[src/rtl/dm_ahb_pkg.sv]
// rtl/dm_ahb_pkg.sv - shared AHB-Lite codes and FSM state type for the data-memory bridge
package dm_ahb_pkg;

    localparam logic [1:0] HTRANS_IDLE   = 2'b00;
    localparam logic [1:0] HTRANS_NONSEQ = 2'b10;

    localparam logic [2:0] HSIZE_BYTE    = 3'b000;
    localparam logic [2:0] HSIZE_HALF    = 3'b001;
    localparam logic [2:0] HSIZE_WORD    = 3'b010;

    localparam logic [2:0] HBURST_SINGLE = 3'b000;

    typedef enum logic [1:0] {
        ST_IDLE = 2'd0,
        ST_ADDR = 2'd1,
        ST_DATA = 2'd2,
        ST_ERR  = 2'd3
    } dm_state_e;

endpackage

[src/rtl/dm_lane_decode.sv]
// rtl/dm_lane_decode.sv - byte-lane select to HSIZE / HADDR[1:0] decode
//
// Ports:
//   sel_i      byte-lane enables from the core
//   hsize_o    AHB transfer size
//   addr_lo_o  low two address bits for the transfer
// Unrecognised lane patterns fall back to an aligned word access.
module dm_lane_decode
    import dm_ahb_pkg::*;
(
    input  logic [3:0] sel_i,
    output logic [2:0] hsize_o,
    output logic [1:0] addr_lo_o
);

    always_comb begin
        hsize_o   = HSIZE_WORD;
        addr_lo_o = 2'b00;
        case (sel_i)
            4'b0001: begin hsize_o = HSIZE_BYTE; addr_lo_o = 2'd0; end
            4'b0010: begin hsize_o = HSIZE_BYTE; addr_lo_o = 2'd1; end
            4'b0100: begin hsize_o = HSIZE_BYTE; addr_lo_o = 2'd2; end
            4'b1000: begin hsize_o = HSIZE_BYTE; addr_lo_o = 2'd3; end
            4'b0011: begin hsize_o = HSIZE_HALF; addr_lo_o = 2'd0; end
            4'b1100: begin hsize_o = HSIZE_HALF; addr_lo_o = 2'd2; end
            default: begin hsize_o = HSIZE_WORD; addr_lo_o = 2'd0; end
        endcase
    end

endmodule

[src/rtl/dm_ahb_bridge.sv]
// rtl/dm_ahb_bridge.sv - uRV data-memory port to single AHB-Lite master transfers
//
// Ports:
//   wclk, rst            clock, asynchronous active-low reset
//   dm_*_i / dm_*_o      core data-memory request / response interface
//   H*                   AHB-Lite master signals (HBURST=SINGLE, HMASTLOCK=0)
// Build option: DM_AHB_WBUF_EN adds a one-entry posted write buffer
// (stores acknowledged the cycle after acceptance; bus write errors
// then raise only dm_bus_err_o).
module dm_ahb_bridge
    import dm_ahb_pkg::*;
#(
    parameter logic [3:0] HPROT_DEF = 4'b0011
) (
    input  logic        wclk,
    input  logic        rst,
    input  logic [31:0] dm_addr_i,
    input  logic [31:0] dm_data_s_i,
    input  logic [3:0]  dm_data_select_i,
    input  logic        dm_store_i,
    input  logic        dm_load_i,
    output logic [31:0] dm_data_l_o,
    output logic        dm_load_done_o,
    output logic        dm_store_done_o,
    output logic        dm_ready_o,
    output logic        dm_bus_err_o,
    output logic [31:0] HADDR,
    output logic [1:0]  HTRANS,
    output logic [2:0]  HSIZE,
    output logic        HWRITE,
    output logic [31:0] HWDATA,
    output logic [2:0]  HBURST,
    output logic [3:0]  HPROT,
    output logic        HMASTLOCK,
    input  logic [31:0] HRDATA,
    input  logic        HREADY,
    input  logic        HRESP
);

`ifdef DM_AHB_WBUF_EN
    localparam bit WBUF_EN = 1'b1;
`else
    localparam bit WBUF_EN = 1'b0;
`endif

    dm_state_e   state_q, state_d;
    logic [31:0] haddr_q, hwdata_q, rdata_q;
    logic [2:0]  hsize_q;
    logic        hwrite_q;
    logic        load_done_q, store_done_q, bus_err_q;
    logic [2:0]  dec_size;
    logic [1:0]  dec_lo;
    logic        req, xfer_end, xfer_err;
    logic        unused_addr_lo;

    // The lane select alone determines the low address bits.
    assign unused_addr_lo = ^dm_addr_i[1:0];

    dm_lane_decode u_lane_decode (
        .sel_i     (dm_data_select_i),
        .hsize_o   (dec_size),
        .addr_lo_o (dec_lo)
    );

    assign req      = (state_q == ST_IDLE) && (dm_store_i || dm_load_i);
    // A transfer ends on HREADY in the data phase (OKAY, or a malformed
    // single-cycle ERROR) or on the second cycle of a two-cycle ERROR.
    assign xfer_end = HREADY && ((state_q == ST_DATA) || (state_q == ST_ERR));
    assign xfer_err = HRESP || (state_q == ST_ERR);

    always_ff @(posedge wclk or negedge rst) begin
        if (!rst) state_q <= ST_IDLE;
        else      state_q <= state_d;
    end

    always_comb begin
        state_d = state_q;
        case (state_q)
            ST_IDLE: if (req) state_d = ST_ADDR;
            ST_ADDR: if (HREADY) state_d = ST_DATA;
            ST_DATA: begin
                if (HREADY)     state_d = ST_IDLE;
                else if (HRESP) state_d = ST_ERR;
            end
            ST_ERR:  if (HREADY) state_d = ST_IDLE;
            default: state_d = ST_IDLE;
        endcase
    end

    always_comb begin
        HTRANS     = (state_q == ST_ADDR) ? HTRANS_NONSEQ : HTRANS_IDLE;
        dm_ready_o = (state_q == ST_IDLE);
    end

    always_ff @(posedge wclk or negedge rst) begin
        if (!rst) begin
            haddr_q      <= 32'd0;
            hwdata_q     <= 32'd0;
            rdata_q      <= 32'd0;
            hsize_q      <= HSIZE_WORD;
            hwrite_q     <= 1'b0;
            load_done_q  <= 1'b0;
            store_done_q <= 1'b0;
            bus_err_q    <= 1'b0;
        end else begin
            load_done_q  <= 1'b0;
            store_done_q <= 1'b0;
            bus_err_q    <= 1'b0;
            if (req) begin
                // Store wins when both strobes are raised together.
                haddr_q      <= {dm_addr_i[31:2], dec_lo};
                hsize_q      <= dec_size;
                hwrite_q     <= dm_store_i;
                hwdata_q     <= dm_data_s_i;
                store_done_q <= WBUF_EN && dm_store_i;
            end
            if (xfer_end) begin
                bus_err_q <= xfer_err;
                if (!hwrite_q) begin
                    load_done_q <= 1'b1;
                    if (!xfer_err) rdata_q <= HRDATA;
                end else begin
                    // Posted stores were already acknowledged at acceptance.
                    store_done_q <= !WBUF_EN;
                end
            end
        end
    end

    assign dm_data_l_o     = rdata_q;
    assign dm_load_done_o  = load_done_q;
    assign dm_store_done_o = store_done_q;
    assign dm_bus_err_o    = bus_err_q;
    assign HADDR           = haddr_q;
    assign HSIZE           = hsize_q;
    assign HWRITE          = hwrite_q;
    assign HWDATA          = hwdata_q;
    assign HBURST          = HBURST_SINGLE;
    assign HPROT           = HPROT_DEF;
    assign HMASTLOCK       = 1'b0;

endmodule

[config.mk]
export PLATFORM = sky130hd
export DESIGN_NAME = dm_ahb_bridge
export DESIGN_NICKNAME = d
export VERILOG_FILES = /design/src/rtl/dm_ahb_pkg.sv /design/src/rtl/dm_lane_decode.sv /design/src/rtl/dm_ahb_bridge.sv
export SDC_FILE = /design/constraint.sdc
export NUM_CORES = 1
export LEC_CHECK = 0
export CORE_UTILIZATION = 36
export DETAILED_ROUTE_END_ITERATION = 12
export PLACE_DENSITY_LB_ADDON = 0.05
export RECOVER_POWER = 50
export SLEW_MARGIN = 30
export SYNTH_ARGS = -nofsm -noshare
export SYNTH_HDL_FRONTEND = slang
export SYNTH_SLANG_ARGS = --single-unit
export TNS_END_PERCENT = 30
[constraint.sdc]
create_clock -name wclk -period 1.6 [get_ports wclk]
set_input_delay 0.24 -clock wclk [delete_from_list [all_inputs] [get_ports wclk]]
set_output_delay 0.24 -clock wclk [all_outputs]
set_load 0.1 [all_outputs]
Word-level counts from Yosys, hierarchy flattened
Index checks and enable logic that the tools add are counted.
{ "word_totals": {"reg_bits": 105, "latchBits": 0, "mem_bits_rw": 0, "romBits": 0, "input_bits": 106, "output_inout_bits": 114, "elab_cells": 49, "n_memories": 0} }
{ "classes": {"addsub": 0, "multipliers": 0, "div_mod_pow": 0, "order_cmp": 0, "n_eq_ne": 13, "shifts": 0, "n_mux": 14, "bitwise_logic": 2, "n_reduce_logical": 11} }
{ "ops": {"columns": ["cell", "count"], "rows": [
  ["$mux W2", 6],
  ["$eq A4 B2 Y1 const B", 2],
  ["$eq A4 B4 Y1 const B", 2],
  ["$pmux W2 S4", 1],
  ["$pmux W2 S3", 1],
  ["$mux W1", 5],
  ["$eq A2 B2 Y1 const B", 2],
  ["$eq A4 B1 Y1 const B", 1],
  ["$eq A4 B3 Y1 const B", 1],
  ["$ne A2 B2 Y1 const B", 2],
  ["$pmux W2 S2", 1],
  ["$reduce_and A4 Y1", 1],
  ["$reduce_or A2 Y1", 2],
  ["$reduce_or A4 Y1", 1],
  ["$logic_or A1 B1 Y1", 3],
  ["$ne A3 B3 Y1 const B", 1],
  ["$reduce_and A3 Y1", 1],
  ["$eq A2 B1 Y1 const B", 1],
  ["$logic_and A1 B1 Y1", 2],
  ["$logic_not A2 Y1", 1],
  ["$ne A2 B1 Y1 const B", 1],
  ["$not A1 Y1", 2]
]} }

Logic depth before layout (Yosys ltp)
Gate-level depths: netlist of the first run.
{ "depth": {"ltp_word": 4, "depth_mapped": 5, "mapped_depth_nobuf": 3} }

Hierarchy
From an unflattened synthesis of the first run, not the netlist that was laid out.
{ "hier_totals": {"hier_cells": 250, "area_unflattened_um2": 4202.8} }
{ "by_module_without_submodules": {"columns": ["mod", "instances", "cells_per_inst", "area_each_um2", "seq_area_each_um2"], "rows": [
  ["dm_ahb_bridge", 1, 240, 4137.7, 2628.8],
  ["dm_lane_decode", 1, 10, 65.1, 0.0]
]} }

Worst setup path before layout of the first run
OpenSTA, ideal clock, no wires.
{ "synth_path": {"path_type": "register -> register", "start": "register state_q[1]", "end": "register hwdata_q[10], in the netlist HWDATA[10]", "setup_time_ns": 0.125, "t_arrival_ns": 2.772, "required_ns": 1.475, "path_slack_ns": -1.297, "path_stages_with_launch": 6, "path_buffers": 2, "period_less_slack_ns": 2.897, "cell_sequence": "dfrtp_1 > nor2_1 > o21a_1 > buf_2 > buf_4 > mux2_2"} }
{ "synth_via": {"elab_chain_cells": 2} }
{ "synth_lines": {"columns": ["item", "line", "source"], "rows": [
  ["from (decl)", "dm_ahb_bridge.sv:46", "dm_state_e state_q, state_d;"],
  ["from (signal assigned)", "dm_ahb_bridge.sv:73", "else state_q <= state_d;"],
  ["$logic_not A2 Y1", null, null],
  ["via dm_ready_o", "dm_ahb_bridge.sv:25", "output logic dm_ready_o,"],
  ["$logic_and A1 B1 Y1", "dm_ahb_bridge.sv:65", "assign req = (state_q == ST_IDLE) && (dm_store_i || dm_load_i);"],
  ["to (signal assigned)", "dm_ahb_bridge.sv:114", "hwdata_q <= dm_data_s_i;"],
  ["to (decl)", "dm_ahb_bridge.sv:47", "logic [31:0] haddr_q, hwdata_q, rdata_q;"]
]} }
The timed path passes the listed nets, and every way through them passes these cells.
A chain may end at the register's enable or synchronous reset.

Worst setup path in the final report of the first run
{ "layout_path": {"start": "register state_q[0]", "end": "register rdata_q[25], in the netlist dm_data_l_o[25]"} }
{ "layout_via": {"elab_chain_cells": 4, "word_cells_on_any_way": 7} }
{ "layout_lines": {"columns": ["item", "line", "source"], "rows": [
  ["$eq A2 B2 Y1 (on tied branches)", "dm_ahb_bridge.sv:68, dm_ahb_bridge.sv:69", null],
  ["$logic_or A1 B1 Y1 (on tied branches)", "dm_ahb_bridge.sv:68, dm_ahb_bridge.sv:69", null],
  ["$logic_and A1 B1 Y1 or $not A1 Y1 (tied branches)", null, null],
  ["$reduce_and A3 Y1 (no source line) (*)", null, null],
  ["to (signal assigned)", "dm_ahb_bridge.sv:99", "rdata_q <= 32'd0;"],
  ["to (signal assigned)", "dm_ahb_bridge.sv:121", "if (!xfer_err) rdata_q <= HRDATA;"],
  ["to (decl)", "dm_ahb_bridge.sv:47", null]
]} }
Every way passes the cells marked *; elsewhere a longest branch is shown, timed or not.

==> results of run 1 <==
==> registers in the layout, indices dropped and copies added, names as in the netlist <==
name and flops:
HWRITE 1, dm_data_l_o 32, dm_bus_err_o 1, dm_store_done_o 1, HWDATA 32, HADDR 32
dm_load_done_o 1, state_q 2, HSIZE 2
==> synthesized netlist by cell type <==
library cell and instances:
sky130_fd_sc_hd__mux2i_1 1, sky130_fd_sc_hd__o21a_1 1, sky130_fd_sc_hd__nor3_1 2, sky130_fd_sc_hd__and2b_2 1, sky130_fd_sc_hd__xnor2_1 2, sky130_fd_sc_hd__inv_1 1
sky130_fd_sc_hd__nor4bb_1 1, sky130_fd_sc_hd__a21oi_1 1, sky130_fd_sc_hd__nor2_1 6, sky130_fd_sc_hd__mux2_2 68, sky130_fd_sc_hd__nand2_2 1, sky130_fd_sc_hd__dfstp_2 1
sky130_fd_sc_hd__o21bai_1 1, sky130_fd_sc_hd__buf_6 1, sky130_fd_sc_hd__buf_2 4, sky130_fd_sc_hd__buf_4 13, sky130_fd_sc_hd__buf_12 3, sky130_fd_sc_hd__or4_4 1
sky130_fd_sc_hd__dfrtp_1 103, sky130_fd_sc_hd__conb_1 2, sky130_fd_sc_hd__nand2_1 1, sky130_fd_sc_hd__and3_2 1, sky130_fd_sc_hd__a22o_1 1, sky130_fd_sc_hd__mux2_4 30
sky130_fd_sc_hd__a31oi_1 1
==> cell type report <==
class	count	area [um2]
Fill cell	794	3510
Tap cell	140	175
Clock inverter	1	5.00
Inverter	1	3.75
Multi-Input combinational cell	130	1420
Timing Repair Buffer	223	3060
Clock buffer	15	258
Sequential cell	104	2610
==> how the worst max path moves through the flow <==
stage                                  to  slack [ns]  cells past startpoint
after global placement    dm_data_l_o[28]       -0.27                      5
after global routing            HTRANS[1]       -0.05                      3
after detailed placement   dm_data_l_o[9]       -0.29                      5
final                     dm_data_l_o[25]      -0.009                      3
after CTS                       HTRANS[1]       -0.01                      3
after floorplan                HWDATA[10]       -0.37                      5
==> repair_timing <==
action,in CTS,in global routing
setup endpoints to repair,33,79
gates resized for setup,2,2
hold endpoints to repair,19,0
gates cloned,0,1
hold buffers,1,0
==> metal layers <==
metal | share of wire [%] | GRT usage, % | up-vias
li1 | - | - | 1280
met1 | 38 | 19.7 | 1345
met2 | 50 | 29.8 | 128
met3 | 10 | 8.12 | 19
met4 | 2.5 | 8.38 | 0
met5 | 0 | 0 | -
==> cells by family after synthesis <==
| group | Yosys count |
|---|---|
| flops | 104 |
| mux | 99 |
| buf+inv | 22 |
| simple gates | 14 |
| compound gates | 5 |
| xor+xnor | 2 |
| other cells | 2 |
==> through the flow <==
step                      instance area (um2)  instances
after floorplan                          4220        256
after global placement                   7470        596
after detailed placement                 7470        596
after CTS                                7740        613
after global routing                     7520        614
final                                    7520        614
==> metrics, run 1 <==
Initial Util=37.7%; required time at the endpoint of the critical path=roughly 1.8 ns; leading cell types by total area after synthesis=sky130_fd_sc_hd__dfrtp_1, sky130_fd_sc_hd__mux2_2, sky130_fd_sc_hd__mux2_4, sky130_fd_sc_hd__buf_4, sky130_fd_sc_hd__buf_12; Antenna Diode Count=0; global-route wire length before repair=around 16000 um; Arr. time, crit path=approximately 1.8 ns; GP Congestion=0.779; CTS Sinks=104; clock transition at the registers of the reported paths=0.07 ns; length in cells of the worst reg-to-reg path=3; average cell area after synthesis=about 17 um2; utilization after layout=68.2%; Critical Path End Type=flip-flop; Post-Synthesis Cells=approximately 250; R2R setup slack=-0.009 ns; clock buffer count from CTS=9; number of flip-flops and latches in the synthesized netlist=104; share of layout cells above drive strength 1=approximately half; final global-route overflow total=0; worst rel slew slack=62.5%; Largest stage delay, worst path=roughly 0.57 ns; unrepaired setup endpoints after global routing=true; DR pass1 iterations=4; fraction of the mapped netlist area in simple logic gates=about 1.9%; total length of routed wires=~10000 um; status=finished, violations left; number of buffer and inverter instances along the worst setup path=1; Hold Violations, Final=0; most frequent cells in the layout=sky130_fd_sc_hd__clkdlybuf4s50_1, sky130_fd_sc_hd__dfrtp_1, sky130_fd_sc_hd__buf_12, sky130_fd_sc_hd__mux2_2, sky130_fd_sc_hd__mux2_4; Global Route Usage Sum=18.0%; multiplexer share of the synthesized area=between 20% and 30%; routed vias/inst=roughly 4.5; master of the slowest instance on the critical path=sky130_fd_sc_hd__or4_4; crit path kind=flip-flop to flip-flop; wire length per cell after detailed routing=around 17 um; Area Growth Syn to Fin=80.7%; critical register-to-register path endpoint=dm_data_l_o[25]; XOR/XNOR Fraction of Synth Area=less than 1%; max-slew violation count=0; cells along the critical path=or4_4 -> buf_12 -> mux2_4; die footprint=12000 um2; CTS tree=built; clock insertion delay at the later pin of the skew report=0.35 ns; half-perimeter wire length after placement=~7800 um; Max-Cap Viols=0; synthesized-area fraction occupied by ao, oa, aoi and oai cells=less than 1%; worst-case setup slack after placement=-0.286 ns; DRC violations left=0; area of the core region=11000 um2; transition time at the pin with the least slew margin=0.562 ns; nets=roughly 580; period utilisation layout=101%; boundary pin count=220; Post-CTS Setup Bufs=0; highest net fanout along the worst path=25; Die Width=between 100 and 150 um; commonest non-fill, non-tap cell in the layout=sky130_fd_sc_hd__clkdlybuf4s50_1; pin count of the biggest net entering global routing=46; share of Yosys cell area claimed by the top area cell type=slightly above 60%; beginning of the critical path=state_q[0]; total negative setup slack=-0.0363 ns; violations in the final reports=setup timing; Iteration-0 DRC Markers=60; sequential fraction of the synthesis area=about 63%; Die Y-Extent=~110 um; Synth Area in Adders=0%; number of levels the H-tree was split into=3; class of the tightest hold or removal check=input port to async pin; critical path's top delay family=simple AND/OR/NAND/NOR gates; worst setup slack after layout=-0.00884 ns; remaining antenna violation count after routing=0; post-route worst hold slack=between 0.4 and 0.5 ns; Yosys warning count=0; number of global-route vias before repair=a little over 3000; CTS Root Buffer Type=sky130_fd_sc_hd__clkbuf_16; final critical path time including I/O delays and setup=1.61 ns; Port Buf Inserts=between 200 and 250; vias after detailed routing=approximately 2800; final worst clock skew=~0.01 ns; Fmax=approximately 620 MHz; startpoint of the worst register-to-register path=state_q[0]; number of antenna violations at the first check in global routing=0; area of the mapped netlist=around 4200 um2; number of endpoints failing setup at the final stage=9; Clock Tree Buf Depth=2; combinational family with the most area after synthesis=multiplexers; post-synthesis cell type count=25; row cnt=38; cell accounting for the most synthesized area=sky130_fd_sc_hd__dfrtp_1; Worst Setup Start Kind=flip-flop
Power of run 1 is left out: the tool's default activity adds up to more than one toggle a clock period on the data nets, which glitch-free logic cannot reach.
==> run 2: changes to the inputs <==
--- a/config.mk
+++ b/config.mk
@@ -7,6 +7,7 @@
 export LEC_CHECK = 0
 export CORE_UTILIZATION = 36
 export DETAILED_ROUTE_END_ITERATION = 12
+export MAX_ROUTING_LAYER = met4
 export PLACE_DENSITY_LB_ADDON = 0.05
 export RECOVER_POWER = 50
 export SLEW_MARGIN = 30
==> run 2 against run 1 <==
  * The run still ends with setup timing left
  * Final cell count stayed put
  * Clock skew shrank 0.0017 ns
  * Worst hold slack improved by 0.0017 ns
  * Critical path depth stayed put
  * Die area stayed put
  * Core utilization stayed put
  * Via count about the same
  * Routed wire length is 0.28% lower
  * Non-clock buffer count did not move
  * Global-route usage is 0.53 points higher
  * Critical path type unchanged
  * Largest cell class unchanged
==> metrics, run 2 (synthesis results as in run 1) <==
status=finished, violations left; violations in the final reports=setup timing; worst rel slew slack=between 60% and 70%; global-route wire length before repair=15600 um; CTS Root Buffer Type=sky130_fd_sc_hd__clkbuf_16; transition time at the pin with the least slew margin=around 0.57 ns; max-slew violation count=0; worst setup slack after layout=-0.00949 ns; Max-Cap Viols=0; area of the core region=11000 um2; Die Width=around 110 um; CTS Sinks=about 100; final worst clock skew=0.00832 ns; highest net fanout along the worst path=25; period utilisation layout=101%; number of endpoints failing setup at the final stage=11; class of the tightest hold or removal check=input port to async pin; die footprint=12000 um2; post-route worst hold slack=roughly 0.4 ns; Iteration-0 DRC Markers=65; Clock Tree Buf Depth=2; master of the slowest instance on the critical path=sky130_fd_sc_hd__or4_4; row cnt=38; routed vias/inst=around 4.5; Port Buf Inserts=between 200 and 250; Area Growth Syn to Fin=80.7%; Initial Util=between 30% and 40%; half-perimeter wire length after placement=7810 um; number of global-route vias before repair=3037; Hold Violations, Final=0; total length of routed wires=~10000 um; number of buffer and inverter instances along the worst setup path=1; nets=about 580; DR pass1 iterations=4; wire length per cell after detailed routing=roughly 17 um; Fmax=between 600 and 700 MHz; boundary pin count=220; most frequent cells in the layout=sky130_fd_sc_hd__clkdlybuf4s50_1, sky130_fd_sc_hd__dfrtp_1, sky130_fd_sc_hd__buf_12, sky130_fd_sc_hd__mux2_2, sky130_fd_sc_hd__mux2_4; critical path's top delay family=simple AND/OR/NAND/NOR gates; startpoint of the worst register-to-register path=state_q[0]; crit path kind=flip-flop to flip-flop; Die Y-Extent=110 um; Antenna Diode Count=0; required time at the endpoint of the critical path=around 1.8 ns; final critical path time including I/O delays and setup=~1.6 ns; commonest non-fill, non-tap cell in the layout=sky130_fd_sc_hd__clkdlybuf4s50_1; clock buffer count from CTS=9; number of levels the H-tree was split into=3; Largest stage delay, worst path=~0.56 ns; DRC violations left=0; vias after detailed routing=between 2000 and 3000; beginning of the critical path=state_q[0]; Worst Setup Start Kind=flip-flop; pin count of the biggest net entering global routing=46; clock transition at the registers of the reported paths=0.07 ns; unrepaired setup endpoints after global routing=true; GP Congestion=just under 0.8; Post-CTS Setup Bufs=0; final global-route overflow total=0; number of antenna violations at the first check in global routing=0; clock insertion delay at the later pin of the skew report=between 0.3 and 0.4 ns; remaining antenna violation count after routing=0; share of layout cells above drive strength 1=about half; Global Route Usage Sum=18.5%; Arr. time, crit path=roughly 1.8 ns; CTS tree=built; cells along the critical path=or4_4 -> buf_12 -> mux2_4; Critical Path End Type=flip-flop
==> run 2: cell counts in the layout (fill, tap and decap cells not counted) <==
No cell type changed its count.
==> run 2: metrics by stage <==
stage / setup WS [ns] / setup TNS [ns] / instances / util [%] / cell area [um2]
floorplan: -0.366 / -29.00 / 256 / - / 4220
global placement: -0.266 / -10.33 / 596 / 67.7 / 7470
detailed placement: -0.286 / -11.65 / 596 / 67.7 / 7470
CTS: -0.0109 / -0.0109 / 613 / 70.2 / 7740
global route: -0.0553 / -1.35 / 614 / 68.2 / 7520
finish: -0.00949 / -0.0526 / 614 / 68.2 / 7520
==> run 2: final timing paths <==
path | endpoint | slack, ns | depth (start not counted)
setup / recovery | dm_data_l_o[28] | -0.009 | 3
hold / removal | dm_data_l_o[2] | 0.41 | 2
setup reg to reg | dm_data_l_o[28] | -0.009 | 3
hold reg to reg | HADDR[22] | 0.50 | 1
max in group asynchronous | HWDATA[1] | 0.23 | 3
min in group wclk | HWDATA[11] | 0.50 | 2
==> run 2: routing by layer <==
metal / track usage (%) / up-vias / part of all wire (%)
met1: 20.6 / 1345 / 39
met3: 7.65 / 17 / 9.2
met5: - / - / 0
li1: - / 1281 / -
met4: 7.24 / 0 / 1.9
met2: 29.6 / 131 / 50
==> run 2: area by class of cell <==
| class | count | area, um2 |
|---|---|---|
| fill | 794 | 3510 |
| timing repair buffer | 223 | 3060 |
| sequential | 104 | 2610 |
| multi-input combinational | 130 | 1420 |
| clock buffer | 15 | 258 |
| tap | 140 | 175 |
| clock inverter | 1 | 5.00 |
| inverter | 1 | 3.75 |
==> run 2: what timing repair did <==
item	4_1_cts	5_1_grt
endpoints found under the hold margin	19	0
setup endpoints to repair	33	79
gates cloned	0	1
pin swaps	0	0
hold buffers	1	0
gates resized for setup	2	2
Power of run 2 is left out for the same reason.
==> run 3: changes to the inputs <==
--- a/config.mk
+++ b/config.mk
@@ -6,6 +6,7 @@
 export NUM_CORES = 1
 export LEC_CHECK = 0
 export CORE_UTILIZATION = 36
+export CTS_BUF_LIST = sky130_fd_sc_hd__clkbuf_16
 export DETAILED_ROUTE_END_ITERATION = 12
 export MAX_ROUTING_LAYER = met4
 export PLACE_DENSITY_LB_ADDON = 0.05
==> run 3 against run 2 <==
  * First-iteration DRC count up 3.1%
  * The flow still finishes with violations (setup timing)
  * Maximum frequency about the same
  * Global-route usage is the same
  * Via count grew 0.50%
  * Register-to-register slack hardly changed
  * Count of clock-buffer cells in the layout decreased by 6
  * Worst hold slack worse by 0.0020 ns
  * Critical path depth stayed put
  * Sequential cell count stayed put
  * Die area did not move
==> metrics, run 3 (synthesis results as in run 1) <==
status=finished, violations left; violations in the final reports=setup timing; boundary pin count=220; share of layout cells above drive strength 1=approximately half; length in cells of the worst reg-to-reg path=3; GP Congestion=roughly 0.79; clock transition at the registers of the reported paths=approximately 0.070 ns; area occupied by multi-input gates=roughly 1400 um2; row cnt=38; critical path's top delay family=simple AND/OR/NAND/NOR gates; Antenna Diode Count=0; non-filler instance count after layout=just over 600; fillcell total=796; vias after detailed routing=2788; number of global-route vias before repair=3034; Die Y-Extent=between 100 and 150 um; half-perimeter wire length after placement=between 7000 and 8000 um; Clock Tree Buf Depth=2; DR pass1 iterations=4; Worst Setup Start Kind=flip-flop; clock buffer count from CTS=9; master of the slowest instance on the critical path=sky130_fd_sc_hd__or4_4; worst rel slew slack=a little over three fifths; final critical path time including I/O delays and setup=1.61 ns; cells along the critical path=or4_4 -> buf_12 -> mux2_4; pin count of the biggest net entering global routing=46; Die Width=110 um; unrepaired setup endpoints after global routing=true; number of buffer and inverter instances along the worst setup path=1; wire length per cell after detailed routing=between 15 and 20 um; Hold Violations, Final=0; die footprint=approximately 12000 um2; period utilisation layout=101%; highest net fanout along the worst path=25; commonest non-fill, non-tap cell in the layout=sky130_fd_sc_hd__clkdlybuf4s50_1; Iteration-0 DRC Markers=67; post-route worst hold slack=slightly above 0.4 ns; Arr. time, crit path=1.84 ns; area of the core region=about 11000 um2; nets=between 500 and 600; Max-Cap Viols=0; number of levels the H-tree was split into=3; global-route wire length before repair=approximately 16000 um; cell count along the critical path=3; Fmax=roughly 620 MHz; class of the tightest hold or removal check=input port to async pin; number of placed instances, taps included=596; CTS tree=built; Initial Util=between 30 and 40%; required time at the endpoint of the critical path=roughly 1.8 ns; total length of routed wires=10400 um; most frequent cells in the layout=sky130_fd_sc_hd__clkdlybuf4s50_1, sky130_fd_sc_hd__dfrtp_1, sky130_fd_sc_hd__buf_12, sky130_fd_sc_hd__mux2_2, sky130_fd_sc_hd__mux2_4; number of endpoints failing setup at the final stage=9; utilization after layout=68.1%; clock insertion delay at the later pin of the skew report=roughly 0.35 ns; Port Buf Inserts=207; CTS Root Buffer Type=sky130_fd_sc_hd__clkbuf_16; worst-case setup slack after placement=-0.286 ns; final worst clock skew=0.0101 ns; CTS Sinks=104; worst setup slack after layout=-0.00945 ns; Largest stage delay, worst path=between 0.5 and 0.6 ns; crit path kind=flip-flop to flip-flop; max-slew violation count=0; Area Growth Syn to Fin=80.4%; final global-route overflow total=0; transition time at the pin with the least slew margin=~0.56 ns; Critical Path End Type=flip-flop; Global Route Usage Sum=18.5%; sequential standard cell area=about 2600 um2; remaining antenna violation count after routing=0; number of antenna violations at the first check in global routing=0; routed vias/inst=between 4 and 5; DRC violations left=0
[run 3: cell types whose count changed in the layout (fill, tap and decap cells not counted), sizes merged]
cell    change
clkbuf      -6
clkinv      +1
inv         +5
[run 3: layout make-up]
class,instances,share of cell area (%)
Timing Repair Buffer,223,40.7
Sequential cell,104,34.7
Multi-Input combinational cell,130,18.8
Clock buffer,9,3.00
Tap cell,140,2.33
Clock inverter,7,0.366
Inverter,1,0.0500
[run 3: stage by stage]
stage,area [um2],setup TNS (ns)
after floorplan,4220,-29.00
after global placement,7470,-10.33
after detailed placement,7470,-11.65
after CTS,7730,-0.0121
after global routing,7510,-1.41
final,7510,-0.0434
[run 3: routing by layer]
layer,vias to the layer above,track usage (%),routed length [um]
li1,1281,-,-
met1,1359,20.6,4040
met2,128,29.6,5170
met3,20,7.65,933
met4,0,7.24,234
met5,-,-,0
[run 3: path summary, 6_finish.rpt]
| kind | start | endpoint | slack (ns) |
|---|---|---|---|
| min in group wclk | dm_data_s_i[11] | HWDATA[11] | 0.50 |
| hold / removal | rst | dm_data_l_o[2] | 0.40 |
| setup / recovery | state_q[0] | dm_data_l_o[25] | -0.009 |
| max in group asynchronous | rst | HWDATA[14] | 0.22 |
| hold reg to reg | HADDR[22] | HADDR[22] | 0.50 |
| setup reg to reg | state_q[0] | dm_data_l_o[25] | -0.009 |
[run 3: worst reg2reg max path, stage by stage (launching register included)]
cell and delay (ns):
sky130_fd_sc_hd__dfrtp_1 0.40, sky130_fd_sc_hd__or4_4 0.57, sky130_fd_sc_hd__buf_12 0.20, sky130_fd_sc_hd__mux2_4 0.32
[run 3: repair_timing]
action                                 in CTS  in global routing
hold buffers                                1                  0
pin swaps                                   0                  0
setup endpoints to repair                  33                 80
buffers inserted                            0                  0
endpoints found under the hold margin      19                  0
gates cloned                                0                  1
gates resized for setup                     2                  2
Power of run 3 is left out for the same reason.
